<file path="src/rtl/load_store_unit_if.sv">
// Request/response bus between the processor datapath (master) and the
// load/store unit (slave).
// Handshake: a request transfers on a posedge where req_valid && req_ready;
// req_ready is independent of req_valid, and all request fields are only
// meaningful while req_valid is high. resp_valid is a one-cycle pulse with
// no back-pressure; resp_err and resp_rdata are qualified by it.
interface load_store_unit_if;
  logic        req_valid;
  logic        req_ready;
  logic        req_write;
  logic [1:0]  req_size;
  logic        req_signed;
  logic [31:0] req_addr;
  logic [31:0] req_wdata;
  logic        resp_valid;
  logic [31:0] resp_rdata;
  logic        resp_err;

  modport master (
    output req_valid, req_write, req_size, req_signed, req_addr, req_wdata,
    input  req_ready, resp_valid, resp_rdata, resp_err
  );

  modport slave (
    input  req_valid, req_write, req_size, req_signed, req_addr, req_wdata,
    output req_ready, resp_valid, resp_rdata, resp_err
  );
endinterface

</file>
<file path="src/rtl/load_store_unit.sv">
// Load/store unit: one request at a time against a word-only memory with
// combinational read; sub-word stores are done as read-modify-write.
module load_store_unit #(
  parameter int MEM_WORDS = 64
) (
  input  logic                clk,
  input  logic                reset,
  load_store_unit_if.slave    bus,
  output logic [31:0]         mem_addr,
  output logic [31:0]         mem_writeData,
  output logic                mem_writeEnable,
  input  logic [31:0]         mem_read,
  output logic [1:0]          dbg_state
);

  typedef enum logic [1:0] {IDLE, ACCESS, WRITE, RESP} state_t;

  localparam logic [32:0] ADDR_LIMIT = 33'(4 * MEM_WORDS);

  state_t      state, state_next;
  logic        l_write;
  logic [1:0]  l_size;
  logic        l_signed;
  logic [31:0] l_addr;
  logic [31:0] l_wdata;
  logic        l_err;
  logic [31:0] merge_q;
  logic [31:0] rdata_q;

  logic        accept;
  logic        req_err;
  logic        sub_word_store;
  logic [31:0] word_addr;
  logic [7:0]  lane_byte;
  logic [15:0] lane_half;
  logic [31:0] load_val;
  logic [31:0] merged;

  assign accept         = bus.req_valid && (state == IDLE);
  assign sub_word_store = l_write && (l_size != 2'd2);
  assign word_addr      = {l_addr[31:2], 2'b00};

  assign req_err = (bus.req_size == 2'd3)
                || (bus.req_size == 2'd1 && bus.req_addr[0])
                || (bus.req_size == 2'd2 && bus.req_addr[1:0] != 2'b00)
                || ({1'b0, bus.req_addr} >= ADDR_LIMIT);

  // Little-endian lane extraction from the addressed word
  assign lane_byte = mem_read[{l_addr[1:0], 3'b000} +: 8];
  assign lane_half = l_addr[1] ? mem_read[31:16] : mem_read[15:0];

  always_comb begin
    load_val = mem_read;
    case (l_size)
      2'd0:    load_val = {{24{l_signed & lane_byte[7]}}, lane_byte};
      2'd1:    load_val = {{16{l_signed & lane_half[15]}}, lane_half};
      default: load_val = mem_read;
    endcase
  end

  always_comb begin
    merged = merge_q;
    if (l_size == 2'd0)
      merged[{l_addr[1:0], 3'b000} +: 8] = l_wdata[7:0];
    else if (l_addr[1])
      merged[31:16] = l_wdata[15:0];
    else
      merged[15:0] = l_wdata[15:0];
  end

  always_comb begin
    state_next = state;
    case (state)
      IDLE:    if (accept) state_next = req_err ? RESP : ACCESS;
      ACCESS:  state_next = sub_word_store ? WRITE : RESP;
      WRITE:   state_next = RESP;
      RESP:    state_next = IDLE;
      default: state_next = IDLE;
    endcase
  end

  // Write strobe is masked by reset so an aborted request never touches memory
  always_comb begin
    mem_addr        = 32'd0;
    mem_writeData   = 32'd0;
    mem_writeEnable = 1'b0;
    case (state)
      ACCESS: begin
        mem_addr = word_addr;
        if (l_write && l_size == 2'd2) begin
          mem_writeData   = l_wdata;
          mem_writeEnable = !reset;
        end
      end
      WRITE: begin
        mem_addr        = word_addr;
        mem_writeData   = merged;
        mem_writeEnable = !reset;
      end
      default: ;
    endcase
  end

  always_ff @(posedge clk) begin
    if (reset) begin
      state    <= IDLE;
      l_write  <= 1'b0;
      l_size   <= 2'd0;
      l_signed <= 1'b0;
      l_addr   <= 32'd0;
      l_wdata  <= 32'd0;
      l_err    <= 1'b0;
      merge_q  <= 32'd0;
      rdata_q  <= 32'd0;
    end else begin
      state <= state_next;
      if (accept) begin
        l_write  <= bus.req_write;
        l_size   <= bus.req_size;
        l_signed <= bus.req_signed;
        l_addr   <= bus.req_addr;
        l_wdata  <= bus.req_wdata;
        l_err    <= req_err;
      end
      if (state == ACCESS && sub_word_store)
        merge_q <= mem_read;
      // Response data changes only when a response is issued, then holds
      if (state_next == RESP)
        rdata_q <= (state == ACCESS && !l_write) ? load_val : 32'd0;
    end
  end

  assign bus.req_ready  = (state == IDLE);
  assign bus.resp_valid = (state == RESP);
  assign bus.resp_err   = (state == RESP) && l_err;
  assign bus.resp_rdata = rdata_q;
  assign dbg_state      = state;

endmodule
</file>
<file path="src/flat_wrapper.sv">
// flat-port wrapper written by rule: the top's interface ports become plain ports
module load_store_unit_flat 
#(
  parameter int MEM_WORDS = 64
)
  (clk, reset, mem_addr, mem_writeData, mem_writeEnable, mem_read, dbg_state, bus_req_valid, bus_req_write, bus_req_size, bus_req_signed, bus_req_addr, bus_req_wdata, bus_req_ready, bus_resp_valid, bus_resp_rdata, bus_resp_err);
  load_store_unit_if bus_i ();
  input  logic clk;
  input  logic reset;
  output logic [31:0] mem_addr;
  output logic [31:0] mem_writeData;
  output logic mem_writeEnable;
  input  logic [31:0] mem_read;
  output logic [1:0] dbg_state;
  input wire logic [$bits(bus_i.req_valid)-1:0] bus_req_valid;
  input wire logic [$bits(bus_i.req_write)-1:0] bus_req_write;
  input wire logic [$bits(bus_i.req_size)-1:0] bus_req_size;
  input wire logic [$bits(bus_i.req_signed)-1:0] bus_req_signed;
  input wire logic [$bits(bus_i.req_addr)-1:0] bus_req_addr;
  input wire logic [$bits(bus_i.req_wdata)-1:0] bus_req_wdata;
  output wire logic [$bits(bus_i.req_ready)-1:0] bus_req_ready;
  output wire logic [$bits(bus_i.resp_valid)-1:0] bus_resp_valid;
  output wire logic [$bits(bus_i.resp_rdata)-1:0] bus_resp_rdata;
  output wire logic [$bits(bus_i.resp_err)-1:0] bus_resp_err;
  assign bus_i.req_valid = bus_req_valid;
  assign bus_i.req_write = bus_req_write;
  assign bus_i.req_size = bus_req_size;
  assign bus_i.req_signed = bus_req_signed;
  assign bus_i.req_addr = bus_req_addr;
  assign bus_i.req_wdata = bus_req_wdata;
  assign bus_req_ready = bus_i.req_ready;
  assign bus_resp_valid = bus_i.resp_valid;
  assign bus_resp_rdata = bus_i.resp_rdata;
  assign bus_resp_err = bus_i.resp_err;
  load_store_unit #(.MEM_WORDS(MEM_WORDS)) u_core (.clk(clk), .reset(reset), .bus(bus_i), .mem_addr(mem_addr), .mem_writeData(mem_writeData), .mem_writeEnable(mem_writeEnable), .mem_read(mem_read), .dbg_state(dbg_state));
endmodule
</file>
<file path="config.mk">
export PLATFORM = sky130hd
export DESIGN_NAME = load_store_unit_flat
export DESIGN_NICKNAME = d
export VERILOG_FILES = /design/src/rtl/load_store_unit_if.sv /design/src/rtl/load_store_unit.sv /design/src/flat_wrapper.sv
export SDC_FILE = /design/constraint.sdc
export NUM_CORES = 1
export LEC_CHECK = 0
export ABC_AREA = 0
export ABC_CLOCK_PERIOD_IN_PS = 2500
export CORE_ASPECT_RATIO = 1.4
export CORE_MARGIN = 8
export CORE_UTILIZATION = 30
export DETAILED_ROUTE_END_ITERATION = 10
export HOLD_SLACK_MARGIN = 0.1
export PLACE_DENSITY_LB_ADDON = 0.3
export SYNTH_ARGS = -nofsm -noshare
export SYNTH_HDL_FRONTEND = slang
export SYNTH_SLANG_ARGS = --single-unit
</file>
<file path="constraint.sdc">
create_clock -name clk -period 2.5 [get_ports clk]
set_input_delay 0.5 -clock clk [delete_from_list [all_inputs] [get_ports clk]]
set_output_delay 0.5 -clock clk [all_outputs]
set_load 0.02 [all_outputs]
</file>
After elaboration in Yosys (flattened, before gate mapping)
Cells that the tools add are included.
{ "word_totals": {"register_bits": 135, "inputBits": 103, "output_inout_bits": 102, "wordCells": 59} }
{ "op_classes": {"n_addsub": 1, "order_cmp": 1, "eq_ne": 10, "shifts": 3, "muxes": 16, "bitwise": 2, "n_reduce_logical": 17} }
{ "op_table": {"columns": ["op", "count"], "rows": [
  ["32-bit 2-to-1 mux", 4],
  ["32-bit one-hot mux with 2 select lines", 2],
  ["16-bit 2-to-1 mux", 3],
  ["32-bit bitwise mux", 1],
  ["32-bit by 9-bit >= comparator with 1-bit output, second input constant", 1],
  ["8-bit by 7-bit variable shift with 32-bit output, first input constant", 1],
  ["32-bit by 6-bit indexed part select with 8-bit output", 1],
  ["8-bit by 7-bit indexed part select with 32-bit output", 1],
  ["2-bit equality test, second input constant", 6],
  ["1-bit logical AND", 8],
  ["2-bit one-hot mux with 4 select lines", 1],
  ["5-bit negator with 7-bit output", 1],
  ["2-bit by 1-bit equality test with 1-bit output, second input constant", 3],
  ["2-bit logical NOT", 2],
  ["2-bit 2-to-1 mux", 2],
  ["1-bit logical OR", 3],
  ["1-bit AND", 2],
  ["1-bit logical NOT", 2],
  ["1-bit 2-to-1 mux", 2],
  ["2-bit inequality test, second input constant", 1],
  ["1-bit one-hot mux with 2 select lines", 1],
  ["2-bit nonzero test", 1],
  ["2-bit OR reduction", 1]
]} }

Logic depth before layout (Yosys ltp)
{ "logic_depth": {"ltp_word": 9, "mapped_depth": 9} }

Worst setup path after synthesis
Ideal clock, no wire load.
{ "synth_path": {"kind": "flip-flop to output port", "start": "register u_core.state[0] (netlist: u_core.dbg_state[0])", "end": "output mem_writeEnable", "t_arrival_ns": 2.011, "required_time_ns": 2.000, "setup_slack_ns": -0.011, "stages_incl_launch_ff": 7, "path_buffers": 1, "path_cell_list": "dfxtp_1 -> ha_1 -> nand2_1 -> nor2_1 -> clkbuf_1 -> nor2_1 -> nor3b_1"} }
{ "synth_between": {"elab_chain_cells": 2} }
{ "synth_rtl": {"columns": ["element", "line", "source"], "rows": [
  ["start: declaration", "load_store_unit.sv:20", "state_t state, state_next;"],
  ["start signal: assignment", "load_store_unit.sv:116", "state <= state_next;"],
  ["2-bit equality test or 2-bit by 1-bit equality test with 1-bit output (tied branches)", "load_store_unit.sv:87", "case (state)"],
  ["1-bit one-hot mux with 2 select lines (*)", "load_store_unit.sv:87", null],
  ["end: declaration", "flat_wrapper.sv:12", "output logic mem_writeEnable;"]
]} }
Mark *: on every way between the ends. The rest lies on a longest branch, timed or not.

Final worst setup path
{ "layout_path": {"start": "register u_core.l_addr[1]", "end": "output mem_writeData[14]"} }
{ "layout_between": {"elab_chain_cells": 5} }
{ "layout_rtl": {"columns": ["element", "line", "source"], "rows": [
  ["start: declaration", "load_store_unit.sv:24", "logic [31:0] l_addr;"],
  ["start signal: assignment", "load_store_unit.sv:121", "l_addr <= bus.req_addr;"],
  ["5-bit negator with 7-bit output", "load_store_unit.sv:64", "merged[{l_addr[1:0], 3'b000} +: 8] = l_wdata[7:0];"],
  ["8-bit by 7-bit indexed part select with 32-bit output or 8-bit by 7-bit variable shift with 32-bit output (tied branches)", "load_store_unit.sv:64", null],
  ["32-bit bitwise mux", "load_store_unit.sv:64", null],
  ["32-bit 2-to-1 mux (*)", "load_store_unit.sv:63", "if (l_size == 2'd0)"],
  ["32-bit one-hot mux with 2 select lines (*)", "load_store_unit.sv:87", null],
  ["end: declaration", "flat_wrapper.sv:11", "output logic [31:0] mem_writeData;"]
]} }
Marks and branches as above.

==> flow_summary.json <==
{
  "fin_skew_ps": 8.499,
  "slew_viol_final": 0,
  "synth.distinct_cells": 50,
  "power_mw": 9.279,
  "syn-cell-area_um2": 6666,
  "number_of_antenna_violations_at_the_first_check_in_global_routing": 1,
  "detail-route-antenna-nets": 0,
  "die_area_um2": 27320,
  "layout.filler_cells": 2147,
  "switching_share_of_total_power_pct": 37.16,
  "path_max_fanout": 4,
  "leading_cell_type_in_the_layout_fill_and_taps_excluded": "sky130_fd_sc_hd__nand2_1",
  "design.core.area_um2": 21860,
  "route.detailed.vias_per_inst": 5.015,
  "finalNonFillerCells": 1393,
  "cp_data_arrival_time_ps": 2130,
  "max_stage_delay_ps": 360,
  "max_capacitance_violation_total": 0,
  "ys.flop_type": "sky130_fd_sc_hd__dfxtp_1",
  "combPwrFrac_pct": 42.0,
  "cp_cell_sequence": "inv_4 -> ha_4 -> nor2b_4 -> and3_4 -> buf_6 -> a222oi_1 -> o21ai_1 -> and2_1 -> buf_6",
  "drt-pass1-iter-count": 9,
  "share_seq_of_total_power_pct": 29.1,
  "ys_async_rst_share_pct": 0,
  "routabilityCongestion": 0.8963,
  "drc": 0,
  "io-pin-count": 205,
  "slowest_stage": "sky130_fd_sc_hd__dfxtp_2",
  "routed_wire_length_per_instance_um": 18.97,
  "dp_hpwl_mm": 18.91,
  "reg_clk_slew_reported_paths_ps": 60,
  "cts_num_sinks": 135,
  "synth-edff-count": 0,
  "worst-endpoint-required_ps": 2000,
  "overall_fraction_of_global_route_tracks_in_use_pct": 18.85,
  "dp_worst_setup_slack_ps": -338.8,
  "static-leakage-power_nw": 3.724,
  "outcome": "finished with violations",
  "power_per_cell_area_nw_per_um2": 899.8,
  "global_route.overflow_total": 0,
  "dpl-instance-area_um2": 9304,
  "yosys_warnings": 0,
  "io_buffers": 202,
  "hold_viol_final": 0,
  "setup_violations": 27,
  "p_switching_mw": 3.448,
  "final.setup.worst_slack_ps": -133.8,
  "fp.dieH_um": 192.4,
  "fin_setup_tns_ps": -1780,
  "min_period_over_period_pct": 105.4,
  "placement_rows": 64,
  "synth-seq-area-share_pct": 40.54,
  "synth-seq-cells": 135,
  "met3_length_mm": 2.238,
  "syn_inst": 857,
  "top_layer": "met5",
  "wl_met2_mm": 12.93,
  "setup.worst_path.class": "register to output pin",
  "design_area_um2": 10310,
  "clockRootBuffer": "sky130_fd_sc_hd__clkbuf_16",
  "cell_internal_pwr_mw": 5.831,
  "layout_common_cells": "sky130_fd_sc_hd__nand2_1 (238), sky130_fd_sc_hd__clkdlybuf4s50_1 (138), sky130_fd_sc_hd__dfxtp_1 (129), sky130_fd_sc_hd__a21oi_1 (112), sky130_fd_sc_hd__buf_4 (61)",
  "num-nets-final": 1195,
  "max-vdd-ir-drop_uv": 487.3,
  "clock_power_share_pct": 28.9,
  "slew_headroom_pct": 53.76,
  "worstSetupStartpointType": "register",
  "antenna_cells_inserted": 0,
  "tritoncts_clock_tree": "yes",
  "failing_checks": "negative setup slack",
  "initial_utilization_pct": 30.49,
  "end_kind": "output pin",
  "htree_levels": 4,
  "worst_pin_slew_ps": 693.6,
  "skew_pair_late_insertion_delay_ps": 430,
  "clock_path_buffers": 2,
  "cpMostUsedCell": "sky130_fd_sc_hd__buf_6",
  "grt_first_pass_wirelength_mm": 39.48,
  "timing.hold.worst.class": "register to register",
  "die_x_um": 142.0,
  "placed_cells": 1352,
  "share_of_final_layout_standard_cells_stronger_than_drive_strength_1_pct": 20.26,
  "finalWorstPathRequiredPeriod_ps": 2634,
  "via_count": 6986,
  "met1_length_mm": 10.65,
  "route.final.wire_length_mm": 26.42,
  "cts-buffers-inserted": 17,
  "first_drt_iteration_drcs": 657,
  "clock.fmax_mhz": 379.7,
  "synthesis.area_per_instance_um2": 7.779,
  "grt_pass1_vias": 6727,
  "grt_setup_unrepaired": "yes",
  "areaGrowthSynthToFinish_pct": 54.69,
  "grt_max_degree": 69
}
worst paths after layout:
kind / start / end / slack (ps) / cells past startpoint
hold reg to reg: u_core.l_addr[6]$_SDFFE_PP0P_ / u_core.l_addr[6]$_SDFFE_PP0P_ / 450 / 2
setup / recovery: u_core.l_addr[1]$_SDFFE_PP0P_ / mem_writeData[14] / -130 / 9
hold / removal: u_core.l_addr[6]$_SDFFE_PP0P_ / u_core.l_addr[6]$_SDFFE_PP0P_ / 450 / 2
setup reg to reg: u_core.dbg_state[1]$_SDFF_PP0_ / u_core.bus.resp_rdata[25]$_SDFFE_PP0N_ / 140 / 9
state kept, by name, summed over array words and instances, names as in the netlist:
register               cells
u_core.bus.resp_rdata     32
u_core.l_addr             32
u_core.l_wdata            32
u_core.merge_q            32
u_core.dbg_state           2
u_core.l_size              2
u_core.l_err               1
u_core.l_signed            1
u_core.l_write             1
cell usage after synthesis, drive strengths merged, types with 2 or more instances:
master    n  area share (%)
nand2   240              14
dfxtp   135              41
a21oi   116             8.9
and2     48             4.5
o21ai    46             3.5
clkbuf   43             2.4
nand2b   28             2.6
mux2i    27             4.1
buf      24             2.0
nor2b    23             2.2
a22oi    21             2.4
inv      19             1.1
a222oi   16             2.4
ha        9             1.7
a221o     8             1.2
a22o      8             1.1
mux2      6             1.0
nor2      6            0.38
nor4      6            0.56
a211oi    3            0.49
nor3      3            0.23
a31oi     2            0.41
and3      2            0.19
nand3     2            0.15
nor3b     2            0.30
o32a      2            0.30
power by group through the flow:
| stage | Combinational (mW) | Sequential (mW) | Clock [mW] |
|---|---|---|---|
| floorplan | 2.03 | 2.70 | 0 |
| global placement | 3.51 | 2.70 | 0 |
| detailed placement | 3.51 | 2.71 | 0 |
| CTS | 3.81 | 2.68 | 2.72 |
| global route | 4.19 | 2.73 | 2.83 |
| finish | 3.90 | 2.70 | 2.68 |
metal layers:
metal | vias to the layer above | global-route usage, %
li1 | 3374 | -
met1 | 3284 | 21.88
met2 | 289 | 31.85
met3 | 37 | 6.214
met4 | 2 | 6.548
met5 | - | 0
per-stage QoR:
stage               util [%]  hold WS [ps]
floorplan                  -         431.7
CTS                    46.09         452.1
finish                 47.17         448.2
global placement       42.56         438.1
global route           47.17         461.1
detailed placement     42.56         443.3
kinds of logic after synthesis:
kind of cell	after synthesis	share of synthesized area (%)
and+or+nand+nor	362	24.83
AOI/OAI and AO/OA	230	22.02
DFF	135	40.54
buffers and inverters	86	5.462
muxes	34	5.405
adders and majority gates	9	1.689
other	1	0.05625
area by class of cell:
class                   instances  area, µm²  area share [%]
multi-input cells             637       3827           37.11
flip-flops and latches        135       2715           26.33
repair buffers                273       2703           26.21
clock buffers                  18      429.2           4.162
well taps                     297      371.6           3.603
clock inverters                14      190.2           1.844
inverters                      19      76.32          0.7401
critical path, delay by kind of cell, from the launching register on:
| family | cells | cell delay, ps |
|---|---|---|
| compound gates | 2 | 370 |
| buf+inv | 3 | 310 |
| fa+ha+maj | 1 | 240 |
| flops | 1 | 360 |
| simple gates | 3 | 440 |
timing repair:
| item | CTS | global route |
|---|---|---|
| hold buffers | 0 | 0 |
| gates resized for setup | 280 | 58 |
| setup buffers | 3 | 4 |
| pin swaps | 20 | 38 |
| setup endpoints to repair | 63 | 36 |
| gates cloned | 1 | 2 |
(Power assumes the default switching activity.)
